[src/rtl/enc_pkg.sv]
// Shared constants and helpers for the 8-to-3 event encoder.
// prio8 is the single definition of the priority rule; the RTL encoder uses it.
package enc_pkg;

    localparam int N_IN  = 8;
    localparam int N_OUT = 3;

    function automatic logic [N_IN-1:0] onehot3(input logic [N_OUT-1:0] idx);
        logic [N_IN-1:0] one;
        one = {{(N_IN-1){1'b0}}, 1'b1};
        return one << idx;
    endfunction

    // Later loop iterations overwrite earlier ones, so the scan direction picks the winner.
    function automatic logic [N_OUT-1:0] prio8(input logic [N_IN-1:0] vec,
                                               input logic            msb_first);
        logic [N_OUT-1:0] r;
        r = '0;
        if (msb_first) begin
            for (int i = 0; i < N_IN; i++) begin
                if (vec[i]) r = N_OUT'(i);
            end
        end else begin
            for (int i = N_IN - 1; i >= 0; i--) begin
                if (vec[i]) r = N_OUT'(i);
            end
        end
        return r;
    endfunction

endpackage

[src/rtl/prio_enc_8_3.sv]
// Combinational priority encoder over the pending vector.
// PRIO_MSB selects whether bit 7 or bit 0 wins.
module prio_enc_8_3
    import enc_pkg::*;
#(
    parameter bit PRIO_MSB = 1'b1
) (
    input  logic [N_IN-1:0]  vec_i,
    output logic [N_OUT-1:0] idx_o,
    output logic             any_o
);

    assign idx_o = prio8(vec_i, PRIO_MSB);
    assign any_o = |vec_i;

endmodule

[src/rtl/encoder_8_3.sv]
// Sequential 8-to-3 event encoder: captures request pulses into a pending register
// and presents one index at a time on a registered valid/ack output.
module encoder_8_3
    import enc_pkg::*;
#(
    parameter bit PRIO_MSB = 1'b1
) (
    input  logic             clka,
    input  logic             rst_n,
    input  logic             E,
    input  logic [N_IN-1:0]  In,
    input  logic             Ack,
    output logic [N_OUT-1:0] Out,
    output logic             V,
    output logic [N_IN-1:0]  Pend,
    output logic             Ovf
);

    logic [N_IN-1:0]  p_q, p_d;
    logic [N_OUT-1:0] out_q, out_d;
    logic             v_q, v_d;
    logic             ovf_q, ovf_d;

    logic [N_IN-1:0]  cap;
    logic [N_IN-1:0]  moved;
    logic [N_IN-1:0]  prem;
    logic [N_OUT-1:0] sel;
    logic             any;
    logic             load;

    prio_enc_8_3 #(
        .PRIO_MSB (PRIO_MSB)
    ) u_prio (
        .vec_i (p_q),
        .idx_o (sel),
        .any_o (any)
    );

    always_comb begin
        cap   = E ? In : '0;
        load  = ~v_q | Ack;
        moved = '0;
        out_d = out_q;
        v_d   = v_q;

        if (load) begin
            if (any) begin
                moved = onehot3(sel);
                out_d = sel;
                v_d   = 1'b1;
            end else begin
                out_d = '0;
                v_d   = 1'b0;
            end
        end

        // A capture of the bit leaving P this edge is a re-arm, not an overflow.
        prem  = p_q & ~moved;
        p_d   = prem | cap;
        ovf_d = ovf_q | (|(cap & prem));
    end

    always_ff @(posedge clka) begin
        if (!rst_n) begin
            p_q   <= '0;
            out_q <= '0;
            v_q   <= 1'b0;
            ovf_q <= 1'b0;
        end else begin
            p_q   <= p_d;
            out_q <= out_d;
            v_q   <= v_d;
            ovf_q <= ovf_d;
        end
    end

    assign Out  = out_q;
    assign V    = v_q;
    assign Pend = p_q;
    assign Ovf  = ovf_q;

endmodule

[config.mk]
export PLATFORM = sky130hd
export DESIGN_NAME = encoder_8_3
export DESIGN_NICKNAME = d
export VERILOG_FILES = /design/src/rtl/enc_pkg.sv /design/src/rtl/prio_enc_8_3.sv /design/src/rtl/encoder_8_3.sv
export SDC_FILE = /design/constraint.sdc
export NUM_CORES = 1
export LEC_CHECK = 0
export BUFFER_PORTS_ARGS = -buffer_cell sky130_fd_sc_hd__buf_4
export CAP_MARGIN = 0
export CORE_MARGIN = 3
export CORE_UTILIZATION = 45
export DETAILED_ROUTE_END_ITERATION = 6
export GPL_ROUTABILITY_DRIVEN = 0
export GPL_TIMING_DRIVEN = 0
export HOLD_SLACK_MARGIN = 0.06
export PLACE_DENSITY = 0.75
export SYNTH_ARGS = -nofsm -noshare
export SYNTH_HDL_FRONTEND = slang
export SYNTH_SLANG_ARGS = --single-unit
[constraint.sdc]
create_clock -name clka -period 1.4 [get_ports clka]
set_clock_uncertainty 0.05 [all_clocks]
set_input_delay 0.14 -clock clka [delete_from_list [all_inputs] [get_ports clka]]
set_output_delay 0.14 -clock clka [all_outputs]
set_load 0.02 [all_outputs]
[Word level (Yosys, flattened, before mapping)]
Index checks and enable logic that the tools add are counted.
Storage, ports and cells
  flip-flop bits (word level): 13
  bits of input ports: 12
  output and inout bits: 13
  logic and storage cells: 26
Operators by class
  shift operators: 1
  muxes and demuxes: 12
  bitwise gates (word level): 7
  reductions and logical operators: 2
Operator list (count)
  $mux 8: 3
  $and 8x8->8: 2
  $reduce_or 8->1: 2
  $mux 3: 5
  $not 8->8: 1
  $or 8x8->8: 1
  $shl 1x3->8 const A: 1
  $mux 2: 2
  $mux 1: 2
  $or 1x1->1: 2
  $not 1->1: 1

[Logic depth before layout (Yosys ltp)]
Gate-level depths: netlist of the first run.
  word-level depth: 15
  mapped depth: 5
  mapped depth without buffers: 5

[Modules after synthesis]
A second synthesis of the first run with hierarchy kept.
Unflattened totals
  cells, all modules: 77
  area total of the unflattened synthesis: 655.6 um2
Modules (own cells, without submodules)
  encoder_8_3: instances 1, cells each 65, area each 589.3 um2, seq. area each 260.2 um2
  prio_enc_8_3: instances 1, cells each 12, area each 66.3 um2, seq. area each 0.0 um2

[Least setup slack after synthesis of the first run]
Ideal clock, no wire load.
  path type: register -> register
  start point: reg v_q, in the netlist V
  end point: reg ovf_q, in the netlist Ovf
  library setup time: 0.074 ns
  data arrival time: 1.117 ns
  path slack: 0.159 ns
  cell stages (with the launch flop): 6
  buffers on the path: 0
  cells stage by stage: dfxtp_1 -> nor2b_4 -> nor2_1 -> a31oi_1 -> nor3_1 -> a31oi_1
On the way
  longest elaborated chain between the ends: 8
Ends and longest elaborated chain
  start, declared: RTL line encoder_8_3.sv:21  | logic v_q, v_d;
  start signal, assigned: RTL line encoder_8_3.sv:72  | v_q <= v_d;
  $not 1->1: RTL line encoder_8_3.sv:41  | load = ~v_q | Ack;
  $or 1x1->1: RTL line encoder_8_3.sv:41
  $mux 8: RTL line encoder_8_3.sv:46  | if (load) begin
  $not 8->8: RTL line encoder_8_3.sv:58  | prem = p_q & ~moved;
  $and 8x8->8: RTL line encoder_8_3.sv:58
  $and 8x8->8: RTL line encoder_8_3.sv:60  | ovf_d = ovf_q | (|(cap & prem));
  $reduce_or 8->1: RTL line encoder_8_3.sv:60
  $or 1x1->1: RTL line encoder_8_3.sv:60
  end signal, assigned: RTL line encoder_8_3.sv:73  | ovf_q <= ovf_d;
  end, declared: RTL line encoder_8_3.sv:22  | logic ovf_q, ovf_d;
No other way between the ends.
A chain may end at the register's enable or synchronous reset.

[Worst setup path after layout of the first run]
Ends and elaborated chain as after synthesis.

==> impl_metrics.yaml, run 1 <==
placement:
  placedCellCount: 110
  placed_area_um2: 813
  dpl.hpwl_mm: 1.20
  port_buffers: 23
layout:
  fin_cells: 114
  syn_to_final_growth_pct: 34.7
  nets: 113
  drive_gt1_share_pct: 31.0
  design_area_um2: 840
  diodes: 0
route:
  wl_mm: 1.54
  vias: 628
  routedWlPerCell_um: 13.5
  top_layer: "met4"
  dr.pass1.iters: 4
  met1_length_um: 706
  ant_nets: 0
  vias_per_cell: 5.51
  drt_iter0_markers: 20
  wl_met3_um: 145
  wl_met2_um: 672
  drc: 0
clock_network:
  cts_hold_buf: 0
  cts_tree: "done"
  clkSlewWorstSetupHoldPaths_ns: 0.08
  root_buffer: "clkbuf_4"
  h-tree-depth: 1
  clk_path_buf_depth: 2
  cts_buffers: 3
  clk_latency_ns: 0.27
  ctsResizeCount: 0
  cts.sinks: 13
  cts_setup_buffers: 0
sta:
  slew_viol_final: 0
  slew_headroom_pct: 76.9
  fin_crit_sh_pct: 92.5
  rsz0062_at_grt: "false"
  fmax_mhz: 772
  setup_viol: 0
  tightest_slew_ns: 0.347
  setup_tns_ns: 0
  finalHoldViolCount: 0
  fin_crit_ns: 1.30
logic_synthesis:
  synthAdderAreaFrac_pct: 0
  synth-edff-count: 0
  postSynth.asyncResetShare_pct: 0
  yosysTopAreaCell: "dfxtp_1"
  synth_cells: 73
  synth_warnings: 0
  synth_seq_cells: 13
  synth_nets: 85
  synthMuxAreaShare_pct: 0
  yosys.area_share.simple_pct: 23.9
  synth_compound_gate_area_share_pct: 31.1
  ys_top_cells_by_area: "dfxtp_1 (42%), a22oi_1 (7.2%), o21ai_0 (4.8%), nor2b_1 (4.0%), a21boi_1 (3.6%)"
  ys_seq_area_share_pct: 41.8
  syn_avg_cell_area_um2: 8.54
  synth_xor_area_share_pct: 0
  synth_top_family_by_area: "compound AO/OA/AOI/OAI gates"
  ys.flop_type: "dfxtp_1"
  synth_top_area_share_pct: 41.8
  synth.distinct_cells: 27
  synth_area_um2: 623
power:
  vdd_ir_drop_max_uv: 613
  p_leak_nw: 0.360
  powerDensity_mw_per_mm2: 1050
worst_setup_path:
  crit_type: "reg2reg"
  path_cells: "nor2b_4 -> nor3_4 -> nand3_2 -> o211ai_1 -> a31oi_1"
  crit_arrival_ns: 1.40
  crit_path_max_incr_delay_ns: 0.34
  slowest_stage: "dfxtp_1"
  critPathLaunchType: "flip-flop"
  path_max_fanout: 6
  required_ns: 1.50
  cp-end-kind: "flip-flop"
die:
  initial_core_util_pct: 51.9
  core_area_mm2: 0.00120
  die_area_mm2: 0.00187
  die_w_um: 43.2
  die_y_um: 43.2
  num_io_pins: 25
  rows: 12
global_routing:
  overflow: 0
  grt_pass1_wl_mm: 2.62
  grt_pass1_vias: 568
  grt_max_degree: 11
  antenna_found_initial: 0
  gr-usage-all-layers_pct: 18.6
status:
  outcome: "complete, no violations"
job:
  max_cap_violations: 0
min_path:
  hp-class: "in2reg"
[report_power, final]
part / internal (mW) / switching, mW
Sequential: 0.400 / 0.0351
Clock: 0.110 / 0.115
Combinational: 0.106 / 0.118
[sequential cells by signal, summed over array words and instances, names as in the netlist]
| name | flops |
|---|---|
| Pend | 8 |
| Out | 3 |
| V | 1 |
| Ovf | 1 |
[routing by layer]
metal / vias to the layer above / global-route usage [%]
met4: 0 / 7.23
met5: - / 0
met1: 280 / 22.9
li1: 323 / -
met2: 23 / 30.1
met3: 2 / 5.51
[cells by family after synthesis]
family,count (synthesis)
AOI/OAI and AO/OA,31
buffers and inverters,5
DFF,13
and+or+nand+nor,24
[critical path, delay by kind of cell (launching register included)]
| family | cells | cell delay [ns] |
|---|---|---|
| flip-flops | 1 | 0.34 |
| AND/OR/NAND/NOR | 3 | 0.49 |
| AO/OA/AOI/OAI | 2 | 0.31 |
[Yosys cell counts, types with 2 or more instances]
master,count
a21boi_1,3
a21oi_1,4
a22oi_1,6
a31oi_1,3
dfxtp_1,13
inv_1,3
nand2_1,6
nand2b_1,2
nand3_1,2
nor2_1,3
nor2b_1,4
o21ai_0,6
o21ai_1,4
[final cells by class]
type	instances	area, µm²
clock buffers	4	26.3
plain buffers	2	8.76
repair buffers	23	173
inverters	3	11.3
well taps	14	17.5
multi-input cells	55	343
flip-flops and latches	13	260
fillers	114	362
[final timing paths]
kind	endpoint	cells past startpoint	start	slack, ns
min	Pend[4]	3	In[4]	0.08
max reg2reg	Ovf	5	V	0.10
min reg2reg	Pend[0]	2	Pend[0]	0.47
max	Ovf	5	V	0.10
[through the flow]
step | total power [mW] | setup WS (ns) | hold slack (ns) | util, %
after floorplan | 0.570 | 0.159 | 0.228 | -
after global placement | 0.663 | 0.143 | 0.355 | 67.7
after detailed placement | 0.668 | 0.113 | 0.363 | 67.7
after CTS | 0.893 | 0.0963 | 0.0716 | 69.9
after global routing | 0.942 | 0.00531 | 0.0654 | 69.9
final | 0.883 | 0.105 | 0.0815 | 69.9
[layout by cell type (no fill, tap or decap), types with 2 or more instances in the layout]
cell and count:
o21ai_1 4, clkbuf_1 2, nand2_1 6, o21ai_0 6
dfxtp_1 13, nor2b_1 4, inv_1 3, nand3_1 2
nand2b_1 2, a21oi_1 4, a21boi_1 3, clkbuf_4 3
nor2_1 3, buf_4 23, a22oi_1 6, a31oi_1 3
Power figures use the tool's default switching activity.
==> inputs of run 2 (changes only) <==
CELL_PAD_IN_SITES_DETAIL_PLACEMENT = 1   (was default)
CELL_PAD_IN_SITES_GLOBAL_PLACEMENT = 1   (was default)
CORE_UTILIZATION = 32   (was 45)
PLACE_DENSITY = default   (was 0.75)
PLACE_DENSITY_LB_ADDON = 0.1   (was default)
==> run 2 against run 1 <==
  * Count of clock-buffer cells in the layout stayed put
  * Total power grew 1.3%
  * Cell count rose by 9.6%
  * Via count is 0.32% lower
  * Setup slack gained 0.0072 ns
  * Hold slack worse by 0.0081 ns
  * Core utilization is 22 points lower
  * Clock power is 4% higher
  * Sequential share of layout area down 0.50 points
  * Sequential power is essentially flat
  * Highest routed layer unchanged
==> impl_metrics.yaml, run 2 (same netlist as run 1, synthesis figures left out) <==
status:
  outcome: "complete, no violations"
route:
  vias: 626
  vias_per_cell: 5.01
  drt_iter0_markers: 12
  dr.pass1.iters: 4
  routedWlPerCell_um: 13.7
  ant_nets: 0
  drc: 0
  wl_mm: 1.72
clock_network:
  h-tree-depth: 1
  ctsResizeCount: 0
  root_buffer: "clkbuf_4"
  cts_tree: "done"
  clk_latency_ns: 0.28
  clk_path_buf_depth: 2
  clkSlewWorstSetupHoldPaths_ns: 0.09
  cts_hold_buf: 0
  cts.sinks: 13
  cts_setup_buffers: 0
  cts_buffers: 3
layout:
  multiInputGateArea_um2: 343
  drive_gt1_share_pct: 31.0
  most-common-layout-cells: "buf_4 (23), dfxtp_1 (13), a22oi_1 (6), o21ai_0 (6), nand2_1 (6)"
  nets: 113
  post-route-util_pct: 47.9
  largest_reg_flops: 8
  fillers: 239
  mostFrequentLayoutCell: "buf_4"
  syn_to_final_growth_pct: 36.9
  regArea_um2: 260
  diodes: 0
die:
  initial_core_util_pct: 34.9
  core_area_mm2: 0.00178
  die_area_mm2: 0.00251
  rows: 15
  num_io_pins: 25
  die_w_um: 50.1
  die_y_um: 50.1
worst_setup_path:
  path_max_fanout: 6
  cp-end-kind: "flip-flop"
  crit_type: "reg2reg"
  crit_arrival_ns: 1.41
  reg2reg_depth: 5
  rrSetupSlack_ns: 0.11
  critPathLaunchType: "flip-flop"
  rr_startpoint: "V"
  required_ns: 1.52
  r2r_end: "Ovf"
power:
  internal-power_mw: 0.616
  power_frac_clock_pct: 26.2
  combPwrFrac_pct: 25.2
  p_seq_share_pct: 48.6
  powerDensity_mw_per_mm2: 1050
  total_power_mw: 0.894
  p_sw_share_pct: 31.2
  p_sw_mw: 0.279
  p_leak_nw: 0.360
  vdd_ir_drop_max_uv: 494
sta:
  setup_viol: 0
  slew_viol_final: 0
  setup_tns_ns: 0
  hold_slack_ns: 0.0734
  fin_crit_sh_pct: 92.0
  fmax_mhz: 777
  slew_headroom_pct: 73.6
  fin_crit_ns: 1.29
  tightest_slew_ns: 0.395
  rsz0062_at_grt: "false"
  finalHoldViolCount: 0
global_routing:
  gr-usage-all-layers_pct: 14.8
  grt_pass1_vias: 635
  grt_max_degree: 11
  overflow: 0
  grt_pass1_wl_mm: 2.85
  antenna_found_initial: 0
min_path:
  holdCritStartpoint: "In[4]"
  hold_path_depth: 3
  hold_end: "Pend[4]"
  hp-class: "in2reg"
placement:
  dpl.hpwl_mm: 1.36
  port_buffers: 23
job:
  max_cap_violations: 0
==> run 2: cell counts in the layout (fill, tap and decap cells not counted) <==
No cell type changed its count.
==> run 2: area by class of cell <==
type / count / share of cell area (%)
clock buffer: 4 / 3.08
timing repair buffer: 23 / 20.2
multi-input combinational: 55 / 40.2
inverter: 3 / 1.32
tap: 25 / 3.67
buffer: 2 / 1.03
sequential: 13 / 30.5
==> run 2: routing by layer <==
layer	global-route usage (%)	vias up	routed length, µm
li1	-	322	-
met1	16.9	286	791
met2	25.4	16	816
met3	5.44	2	95
met4	4.15	0	13
met5	0	-	0
==> run 2: how the worst max path moves through the flow <==
stage / from / endpoint / slack (ns) / cells after the start
final: V / Ovf / 0.11 / 5
after detailed placement: V / Ovf / 0.11 / 5
after global routing: V / Ovf / 0.004 / 5
after floorplan: V / Ovf / 0.16 / 5
after CTS: V / Ovf / 0.09 / 5
after global placement: V / Ovf / 0.13 / 5
==> run 2: power groups by stage <==
stage                     clock, mW  sequential [mW]  combinational (mW)
after detailed placement          0            0.443               0.228
after floorplan                   0            0.473              0.0967
final                         0.234            0.435               0.226
after global routing          0.260            0.441               0.248
after global placement            0            0.442               0.225
after CTS                     0.246            0.435               0.229
==> run 2: critical path: stages, from the launching register on <==
cell and delay [ns]:
dfxtp_1 0.33, nor2b_4 0.15, nor3_4 0.19, nand3_2 0.13
o211ai_1 0.22, a31oi_1 0.10
==> run 2: through the flow <==
step                      instances  worst slack [ns]  cell area (µm²)
final                           125             0.112              853
after global routing            125           0.00375              853
after CTS                       125            0.0912              853
after detailed placement        121             0.108              827
after global placement          121             0.126              827
after floorplan                  73             0.159              623
